--- src/rtl/stream_bytes_to_apb.sv ---
// Byte-stream to APB3 bridge: big-endian address bytes, little-endian data words, auto-increment.
// Optional PSLVERR handling and sticky err are enabled by defining STREAM_APB_PSLVERR_EN.
module stream_bytes_to_apb #(
    parameter int ADDR_WIDTH = 8,
    parameter int DATA_BYTES = 1,
    parameter int AUTO_INC   = 1
) (
    input  logic                    clk,
    input  logic                    rst,
    input  logic [7:0]              in_data,
    input  logic                    in_valid,
    output logic                    in_ready,
    input  logic                    in_last,
    output logic [7:0]              out_data,
    output logic                    out_valid,
    input  logic                    out_ready,
    output logic                    out_last,
    input  logic                    busy,
    output logic                    PSEL,
    output logic                    PENABLE,
    output logic                    PWRITE,
    output logic [ADDR_WIDTH-1:0]   PADDR,
    output logic [8*DATA_BYTES-1:0] PWDATA,
    input  logic [8*DATA_BYTES-1:0] PRDATA,
    input  logic                    PREADY,
`ifdef STREAM_APB_PSLVERR_EN
    input  logic                    PSLVERR,
`endif
    output logic                    err
);

    localparam int AB  = (ADDR_WIDTH + 7) / 8;
    localparam int AW8 = 8 * AB;
    localparam int DW  = 8 * DATA_BYTES;
    localparam logic [7:0] AB_C    = 8'(AB);
    localparam logic [7:0] DB_LAST = 8'(DATA_BYTES - 1);

    typedef enum logic [2:0] {
        S_IDLE,
        S_ADDR,
        S_WDATA,
        S_SETUP,
        S_ACCESS,
        S_RSEND
    } state_t;

    state_t                state_q, state_d;
    logic [ADDR_WIDTH-1:0] paddr_q, paddr_d;
    logic [AW8-1:0]        ash_q, ash_d;
    logic [7:0]            acnt_q, acnt_d;
    logic [7:0]            wcnt_q, wcnt_d;
    logic [7:0]            rcnt_q, rcnt_d;
    logic [DW-1:0]         pwdata_q, pwdata_d;
    logic [DW-1:0]         rdata_q, rdata_d;
    logic                  pwrite_q, pwrite_d;
    logic                  addr_valid_q, addr_valid_d;
    logic                  abort_q, abort_d;
    logic                  busy_q;

    logic busy_fall;
    logic in_fire;
    logic perr;
    logic aborting;
    logic unused_in_last;

    assign busy_fall      = busy_q & ~busy;
    assign in_fire        = in_valid & in_ready;
    assign unused_in_last = in_last;

`ifdef STREAM_APB_PSLVERR_EN
    logic err_q;

    assign perr = PSLVERR;
    assign err  = err_q;

    // A fresh address phase starts a clean error window
    always_ff @(posedge clk) begin
        if (rst) begin
            err_q <= 1'b0;
        end else if (state_q == S_IDLE && in_fire && !busy_fall) begin
            err_q <= 1'b0;
        end else if (state_q == S_ACCESS && PREADY && PSLVERR) begin
            err_q <= 1'b1;
        end
    end
`else
    assign perr = 1'b0;
    assign err  = 1'b0;
`endif

    always_ff @(posedge clk) begin
        if (rst) begin
            state_q      <= S_IDLE;
            paddr_q      <= '0;
            ash_q        <= '0;
            acnt_q       <= '0;
            wcnt_q       <= '0;
            rcnt_q       <= '0;
            pwdata_q     <= '0;
            rdata_q      <= '0;
            pwrite_q     <= 1'b0;
            addr_valid_q <= 1'b0;
            abort_q      <= 1'b0;
            busy_q       <= 1'b0;
        end else begin
            state_q      <= state_d;
            paddr_q      <= paddr_d;
            ash_q        <= ash_d;
            acnt_q       <= acnt_d;
            wcnt_q       <= wcnt_d;
            rcnt_q       <= rcnt_d;
            pwdata_q     <= pwdata_d;
            rdata_q      <= rdata_d;
            pwrite_q     <= pwrite_d;
            addr_valid_q <= addr_valid_d;
            abort_q      <= abort_d;
            busy_q       <= busy;
        end
    end

    always_comb begin
        state_d      = state_q;
        paddr_d      = paddr_q;
        ash_d        = ash_q;
        acnt_d       = acnt_q;
        wcnt_d       = wcnt_q;
        rcnt_d       = rcnt_q;
        pwdata_d     = pwdata_q;
        rdata_d      = rdata_q;
        pwrite_d     = pwrite_q;
        addr_valid_d = addr_valid_q;
        abort_d      = abort_q;
        aborting     = abort_q | busy_fall;

        // Outside an APB access a stop ends the transfer at once
        if (busy_fall && state_q != S_SETUP && state_q != S_ACCESS) begin
            state_d      = S_IDLE;
            acnt_d       = '0;
            wcnt_d       = '0;
            rcnt_d       = '0;
            addr_valid_d = 1'b0;
        end else begin
            unique case (state_q)
                S_IDLE: begin
                    if (in_fire) begin
                        ash_d        = AW8'(in_data);
                        acnt_d       = 8'd1;
                        addr_valid_d = 1'b0;
                        state_d      = S_ADDR;
                    end else if (out_ready) begin
                        pwrite_d = 1'b0;
                        state_d  = S_SETUP;
                    end
                end
                S_ADDR: begin
                    if (acnt_q == AB_C) begin
                        paddr_d      = ash_q[ADDR_WIDTH-1:0];
                        addr_valid_d = 1'b1;
                        wcnt_d       = '0;
                        state_d      = S_WDATA;
                    end else if (in_fire) begin
                        ash_d  = (ash_q << 8) | AW8'(in_data);
                        acnt_d = acnt_q + 8'd1;
                    end
                end
                S_WDATA: begin
                    if (in_fire) begin
                        for (int i = 0; i < DATA_BYTES; i++) begin
                            if (wcnt_q == 8'(i)) begin
                                pwdata_d[8*i +: 8] = in_data;
                            end
                        end
                        if (wcnt_q == DB_LAST) begin
                            wcnt_d   = '0;
                            pwrite_d = 1'b1;
                            state_d  = S_SETUP;
                        end else begin
                            wcnt_d = wcnt_q + 8'd1;
                        end
                    end else if (out_ready && wcnt_q == 8'd0) begin
                        pwrite_d = 1'b0;
                        state_d  = S_SETUP;
                    end
                end
                S_SETUP: begin
                    if (busy_fall) begin
                        abort_d = 1'b1;
                    end
                    state_d = S_ACCESS;
                end
                S_ACCESS: begin
                    if (busy_fall) begin
                        abort_d = 1'b1;
                    end
                    if (PREADY) begin
                        abort_d = 1'b0;
                        // A dropped read leaves the address for a later re-read
                        if (AUTO_INC != 0 && (pwrite_q || !aborting)) begin
                            paddr_d = paddr_q + ADDR_WIDTH'(1);
                        end
                        if (aborting) begin
                            state_d      = S_IDLE;
                            acnt_d       = '0;
                            wcnt_d       = '0;
                            rcnt_d       = '0;
                            addr_valid_d = 1'b0;
                        end else if (pwrite_q) begin
                            state_d = S_WDATA;
                        end else begin
                            rdata_d = perr ? '1 : PRDATA;
                            rcnt_d  = '0;
                            state_d = S_RSEND;
                        end
                    end
                end
                S_RSEND: begin
                    if (out_ready) begin
                        if (rcnt_q == DB_LAST) begin
                            rcnt_d  = '0;
                            state_d = S_WDATA;
                        end else begin
                            rcnt_d = rcnt_q + 8'd1;
                        end
                    end
                end
                default: begin
                    state_d = S_IDLE;
                end
            endcase
        end
    end

    always_comb begin
        in_ready  = 1'b0;
        out_valid = 1'b0;
        PSEL      = 1'b0;
        PENABLE   = 1'b0;
        out_data  = 8'h00;
        unique case (state_q)
            S_IDLE, S_WDATA: in_ready = ~rst;
            S_ADDR:          in_ready = ~rst & (acnt_q != AB_C);
            S_SETUP:         PSEL = 1'b1;
            S_ACCESS: begin
                PSEL    = 1'b1;
                PENABLE = 1'b1;
            end
            S_RSEND:         out_valid = 1'b1;
            default: ;
        endcase
        for (int i = 0; i < DATA_BYTES; i++) begin
            if (rcnt_q == 8'(i)) begin
                out_data = rdata_q[8*i +: 8];
            end
        end
    end

    assign PWRITE   = pwrite_q;
    assign PADDR    = paddr_q;
    assign PWDATA   = pwdata_q;
    assign out_last = 1'b0;

endmodule

--- config.mk ---
export PLATFORM = sky130hd
export DESIGN_NAME = stream_bytes_to_apb
export DESIGN_NICKNAME = d
export VERILOG_FILES = /design/src/rtl/stream_bytes_to_apb.sv
export SDC_FILE = /design/constraint.sdc
export NUM_CORES = 1
export LEC_CHECK = 0
export BUFFER_PORTS_ARGS = -buffer_cell sky130_fd_sc_hd__buf_2
export CORE_MARGIN = 5
export CORE_UTILIZATION = 51
export DETAILED_ROUTE_END_ITERATION = 8
export PLACE_DENSITY = 0.79
export SKIP_CTS_REPAIR_TIMING = 1
export SLEW_MARGIN = 40
export SYNTH_ARGS = -nofsm -noshare
export SYNTH_HDL_FRONTEND = slang
export SYNTH_SLANG_ARGS = --single-unit
--- constraint.sdc ---
create_clock -name clk -period 1.88 [get_ports clk]
set_input_delay 0.376 -clock clk [delete_from_list [all_inputs] [get_ports clk]]
set_output_delay 0.376 -clock clk [all_outputs]
set_load 0.03 [all_outputs]
Word level (Yosys, flattened, before mapping). Cells that the tools add are included.

Flip-flop bits (word level): 62. Input bits: 23. Output and inout port bits: 31. Logic and storage cells: 126.

Add/sub/neg operators: 4. Eq/ne operators: 25. Muxes and demuxes: 49. Bitwise logic cells: 9. Reductions and logical operators: 28.

Operators by type and width (number): $mux W8 (19); $pmux W8 S2 (3); $pmux W8 S3 (2); $mux W3 (11); $add A8 B1 Y8 const B (4); $ne A2 B2 Y1 const B (12); $pmux W3 S6 (1); $logic_not A8 Y1 (2); $ne A3 B3 Y1 const B (5); $reduce_and A5 Y1 (3); $reduce_and A6 Y1 (2); $mux W1 (10); $reduce_bool A2 Y1 (5); $eq A8 B1 Y1 const B (1); $ne A8 B1 Y1 const B (1); $reduce_and A4 Y1 (2); $reduce_and A7 Y1 (1); $eq A3 B2 Y1 const B (2); $eq A3 B3 Y1 const B (2); $pmux W1 S2 (3); $reduce_bool A3 Y1 (2); $reduce_or A2 Y1 (3); $not A1 Y1 (5); $and A1 B1 Y1 (3); other kinds (9) (11).

Longest topological paths before layout. Gate-level depths: netlist of the first run.

Depth in word-level cells: 8. Gate-level depth with buffers: 8. Depth with buffers taken out: 7.

Least setup slack after synthesis of the first run. No wires, ideal clock.

Kind: reg2out. Start point: reg state_q[0]. End point: out in_ready. Arrival: 1.593 ns. Required time: 1.504 ns. Path slack: -0.089 ns. Cell stages (with the launch flop): 6. Buffers on the path: 1. Path through: dfxtp_1 -> or3b_1 -> buf_2 -> a21oi_4 -> nor2_1 -> nor2_1.

Cells in the longest elaborated chain, start to end: 3. Elaborated cells on any way between the ends: 5. Classes of those cells: 2 x eq/ne; 1 x mux; 2 x reduce/logical.

RTL lines: from (decl) (line 47) `state_t state_q, state_d;`; from (signal assigned) (line 106) `state_q <= state_d;`; $eq A3 B2 Y1 or $logic_not A3 Y1 (tied branches) (line 239) `unique case (state_q)`; $reduce_or A2 Y1 (line 239); $pmux W1 S2 (*) (line 239); to (decl) (line 12) `output logic in_ready,`.

Mark *: on every way between the ends. The rest lies on a longest branch, timed or not.

Worst setup path in the final report of the first run.
Start point: reg rcnt_q[0]. End point: out out_data[6].

Cells in the longest elaborated chain, start to end: 2.

RTL lines: from (decl) (line 52) `logic [7:0] rcnt_q, rcnt_d;`; from (signal assigned) (line 111) `rcnt_q <= rcnt_d;`; $logic_not A8 Y1 (line 251) `if (rcnt_q == 8'(i)) begin`; $mux W8 (line 251); to (decl) (line 14) `output logic [7:0] out_data,`.

Every way passes these cells.

==> results of run 1 <==
==> how the worst max path moves through the flow <==
stage	startpoint	endpoint	depth (start not counted)
after floorplan	state_q[0]	in_ready	5
after global placement	state_q[2]	wcnt_q[7]	6
after detailed placement	rcnt_q[1]	out_data[4]	7
after CTS	rcnt_q[1]	out_data[7]	7
after global routing	rcnt_q[0]	out_data[6]	7
final	rcnt_q[0]	out_data[6]	7
==> metal layers <==
metal	part of all wire, %	vias to the layer above
met2	50	171
li1	-	1659
met1	39	1732
met4	3.9	0
met3	7.5	48
met5	0	-
==> state kept, by name, summed over array words and instances (netlist names) <==
| signal | count |
|---|---|
| PADDR | 8 |
| PWDATA | 8 |
| acnt_q | 8 |
| ash_q | 8 |
| rcnt_q | 8 |
| rdata_q | 8 |
| wcnt_q | 8 |
| state_q | 3 |
| PWRITE | 1 |
| abort_q | 1 |
| busy_q | 1 |
==> cell families (layout without fill, tap and decap cells) <==
kind of cell	Yosys count	after routing	share of synthesized area (%)
AND/OR/NAND/NOR	164	164	25.5
AO/OA/AOI/OAI	85	85	20.4
flip-flops	62	62	36.6
buffers and inverters	34	166	4.91
multiplexers	24	24	7.08
XOR/XNOR	11	11	2.84
adder cells (fa/ha/maj)	7	7	2.58
other	1	2	0.111
==> critical path, cell delays in order (launching register included) <==
cell,delay [ps]
dfxtp_2,330
inv_2,70
ha_4,120
or4b_4,480
nor2_4,100
buf_6,140
and2_4,160
buf_6,130
==> through the flow <==
stage / hold WS [ps] / TNS [ps] / util (%) / total power, mW / cell area [µm²]
3_5_place_dp: 480 / -2380 / 65.3 / 3.35 / 4200
6_report: 256 / -4150 / 77.4 / 5.22 / 4970
5_1_grt: 256 / -6660 / 77.4 / 5.45 / 4970
3_3_place_gp: 464 / -1140 / 65.3 / 3.31 / 4200
4_1_cts: 253 / -7470 / 68.8 / 4.68 / 4420
2_1_floorplan: 451 / 0 / - / 2.67 / 3420
==> final cells by class <==
cell class | instances | area (µm²) | share of cell area, %
timing repair buffer | 137 | 1100 | 22.2
tap | 77 | 96.3 | 1.94
inverter | 14 | 65.1 | 1.31
clock buffer | 11 | 151 | 3.05
multi-input combinational | 293 | 2230 | 44.9
clock inverter | 4 | 70.1 | 1.41
sequential | 62 | 1250 | 25.2
==> Yosys cell counts (3+ instances only) <==
cell type,number
dfxtp_1,62
nor2_1,48
nand2_1,30
mux2i_1,24
a21oi_1,21
nand3_1,20
inv_1,13
and2_1,12
xnor2_1,11
a32o_1,10
clkbuf_1,10
o21ai_0,8
ha_1,7
buf_2,6
nor2b_1,6
nor3_1,6
nor3b_1,6
a311oi_1,5
a31oi_1,5
and3_1,5
nand4_1,5
o21ai_1,5
and4_1,4
o31ai_1,4
a211o_1,3
a211oi_1,3
buf_4,3
nor2_2,3
o211ai_1,3
==> where the power goes <==
group          total [mW]  internal [mW]  switching (mW)
clock                1.34          0.807           0.533
combinational        2.31           1.08            1.23
sequential           1.57           1.44           0.131
==> run summary, run 1 <==
Final setup violation count - 20
Final period util - 120%
Crit path capture type - output port
Fin nets - 547
Met2 Usage GRT - 35.7%
CP max FO - 8
Unrepaired setup endpoints after global routing - yes
Filler cells - 360
Starting density of the core - 52.8%
RR Startpoint - rcnt_q[0]
Syn Area/Cell - 8.74 µm²
Via count - 3610
Reg-to-reg slack, setup - -320 ps
WHS Endpoint - busy_q
Yosys Warn Count - 0
GPL Wtd Cong - 0.898
Maximum resistive drop on vdd - 844 µV
Critical path data arrival time - 1870 ps
R2R Path End - state_q[2]
Gr ovfl total - 0
FF+latch count, synth - 62
Gr busiest metal - met2
Vias in the first global route - 3217
Fin crit period - 2250 ps
Crit path launch type - flop
Initial antenna violation count - 0
Max-Cap Viols - 0
GRT Total Usage - 21.3%
Per-cell routed wire length - 18.7 µm
Cells after Synth - 388
Fmax - 0.445 GHz
Clk sinks - 62
Failing checks - negative setup slack
Total CTS buffers - 9
Slew Viols, Final - 0
GR Util met1 - 25.6%
CTS clk-pin slew, worst paths - 70 ps
Synth unique cells - 62
Share of cells above drive strength 1 - 42.6%
# diodes - 0
Post-route insts no fill - 598
Setup ws final - -367 ps
Core Region - 6420 µm²
Die Ht - 91.5 µm
First-pass GRT wire length - 14700 µm
Final hold violation count - 0
Top cell type's share of synthesized area - 36.6%
Largest net degree at the start of global routing - 36
Hold_sp - busy
Crit Path Class - reg2out
PwrDens - 1050 nW/µm²
Placed cells - 560
Port buffer count - 50
Clock Path Buffers - 2
Cell Area, Synth - 3390 µm²
R2R cell count - 9
Most frequent cells in the layout - buf_4 (71), dfxtp_1 (54), nor2_1 (45), buf_2 (38), nand2_1 (26)
CP Data Required Time - 1500 ps
Dpl ws - -91.0 ps
H-tree Lvls - 3
Hold Crit Class - in2reg
Clk_lat worst skew - 350 ps
I/O Pins - 54
Final antenna-violating net count - 0
Leakage power - 2.05 nW
Chip width - 91.5 µm
Seq/Total Area, Yosys - 36.6%
Commonest non-fill, non-tap cell in the layout - buf_4
Status - finished with violations
Clk_skew - 7.62 ps
Hold Path Depth - 2
Residual DRC - 0
Share of async-settable or async-resettable flops after synthesis - 0%
# rows - 29
Number of synthesized flops with an enable pin - 0
Synth top area cells - dfxtp_1 (37%), mux2i_1 (7.1%), nor2_1 (5.3%)
DR pass1 iterations - 5
Vias per inst - 6.04
CTS root buffer - clkbuf_8
Die Area - 8380 µm²
Routing usage on met3 - 6.36%
Total Wirelength - 11200 µm
Synth area leader - dfxtp_1
Synth Flop Type - dfxtp_1
Layout area overhead - 46.5%
TritonCTS clock tree - done
Initial DRC Count - 199
Detail Placement HPWL - 6370 µm
No activity file was read; power rests on OpenSTA's default activity.
==> inputs of run 2 (changes only) <==
CELL_PAD_IN_SITES_DETAIL_PLACEMENT = 0   (was not set)
CELL_PAD_IN_SITES_GLOBAL_PLACEMENT = 1   (was not set)
CORE_UTILIZATION = 38   (was 51)
PLACE_DENSITY = 0.78   (was 0.79)
==> run 2 against run 1 <==
Against the previous run:
- critical path type unchanged
- clock power fell by 15%
- the flow still finishes with violations (negative setup slack)
- combinational power barely moved
- setup slack improved by 49 ps
- largest power group unchanged
==> run summary, run 2 (synthesis results as in run 1) <==
Status - finished with violations
Failing checks - negative setup slack
# rows - 34 (+17%)
Filler cells - 753 (+110%)
Die Ht - 104 µm (+14%)
Pwr Total - 5.00 mW (-4.2%)
Total CTS buffers - 9 (unchanged)
Vias per inst - 5.31 (-12%)
Setup ws final - -318 ps (+49.0 ps)
Vias in the first global route - 3213 (-0.12%)
First-pass GRT wire length - 14800 µm (+0.85%)
Clk_skew - 7.71 ps (+0.0884 ps)
Share of cells above drive strength 1 - 43.1% (+0.50 points)
# diodes - 0 (unchanged)
Final setup violation count - 28 (+40%)
Fmax - 0.455 GHz (+2.2%)
PwrDens - 1010 nW/µm² (-4.2%)
GPL Wtd Cong - 0.790 (-12%)
Die Area - 10900 µm² (+30%)
CTS clk-pin slew, worst paths - 80 ps (about the same)
Fin nets - 541 (-1.1%)
Reg-to-reg slack, setup - -190 ps (+130 ps)
Max-Cap Viols - 0 (unchanged)
RR Startpoint - rcnt_q[0]
Starting density of the core - 38.9% (-14 points)
Most frequent cells in the layout - buf_4 (60), dfxtp_1 (55), nor2_1 (46), buf_2 (38), buf_6 (27)
CTS root buffer - clkbuf_8
Crit path launch type - flop
Final antenna-violating net count - 0 (unchanged)
Chip width - 104 µm (+14%)
Final period util - 117% (-2.6 points)
Layout area overhead - 46.5% (about the same)
Port buffer count - 50 (unchanged)
Residual DRC - 0 (unchanged)
R2R Path End - state_q[1]
DR pass1 iterations - 4 (-1)
Largest net degree at the start of global routing - 38 (+5.6%)
Clk sinks - 62 (unchanged)
Clk_lat worst skew - 340 ps (about the same)
Crit path from - rcnt_q[0]
Clock Path Buffers - 2 (unchanged)
Crit path capture type - output port
GRT Total Usage - 16.0% (-5.3 points)
Unrepaired setup endpoints after global routing - yes
Via count - 3311 (-8.3%)
Gr ovfl total - 0 (unchanged)
CP endpoint - out_data[7]
R2R cell count - 10 (+1)
Leakage power - 2.01 nW (-2.0%)
Commonest non-fill, non-tap cell in the layout - buf_4
Hold Crit Class - in2reg
Initial DRC Count - 136 (-32%)
Setup TNS - -4370 ps (-213 ps)
Dpl ws - -117 ps (-25.5 ps)
Final core occ - 57.0% (-20 points)
CP max FO - 8 (unchanged)
Crit Path Class - reg2out
CP Data Required Time - 1500 ps (about the same)
Fin crit period - 2200 ps (-49.0 ps)
Initial antenna violation count - 0 (unchanged)
WHS - 269 ps (+12.3 ps)
TritonCTS clock tree - done
H-tree Lvls - 3 (unchanged)
Per-cell routed wire length - 14.9 µm (-20%)
I/O Pins - 54 (unchanged)
Maximum resistive drop on vdd - 608 µV (-28%)
Slew Viols, Final - 0 (unchanged)
Final hold violation count - 0 (unchanged)
Detail Placement HPWL - 6410 µm (+0.62%)
Total Wirelength - 9270 µm (-17%)
Critical path data arrival time - 1820 ps (-50 ps)
Core Region - 8720 µm² (+36%)
## run 2: stage by stage
stage                     cell area [µm²]  cells
after floorplan                      3420    389
after global placement               4280    599
after detailed placement             4280    599
after CTS                            4470    614
after global routing                 4970    623
final                                4970    623
## run 2: how the worst min path moves through the flow
| stage | start | to | cells after the start |
|---|---|---|---|
| 4_1_cts | PRDATA[6] | rdata_q[6] | 3 |
| 5_1_grt | in_data[6] | ash_q[6] | 3 |
| 2_1_floorplan | rdata_q[0] | rdata_q[0] | 2 |
| 6_report | PRDATA[6] | rdata_q[6] | 3 |
| 3_3_place_gp | rdata_q[6] | rdata_q[6] | 2 |
| 3_5_place_dp | rdata_q[4] | rdata_q[4] | 2 |
## run 2: final cells by class
class                      instances  area [µm²]  area share, %
clock buffer                       9         124           2.49
sequential                        62        1250           25.2
clock inverter                     6        63.8           1.28
timing repair buffer             131        1040           21.0
inverter                          14        65.1           1.31
multi-input combinational        293        2280           46.0
tap                              108         135           2.72
## run 2: routing by layer
layer | GRT usage [%] | part of all wire, % | wire [µm]
met1 | 19.4 | 43 | 4030
met5 | 0 | 0 | 0
met3 | 4.78 | 4.9 | 456
met2 | 26.8 | 50 | 4610
met4 | 5.55 | 1.8 | 170
## run 2: power breakdown
group	leakage (nW)	switching (mW)	internal (mW)
sequential	0.505	0.124	1.44
clock	0.0911	0.540	0.602
combinational	1.41	1.19	1.10
## run 2: critical path: stages (launching register included)
cell and delay, ps:
dfxtp_2 330, inv_2 60, ha_4 110, or4b_4 480, nor2_4 110, buf_6 130
and2_4 140, buf_6 120
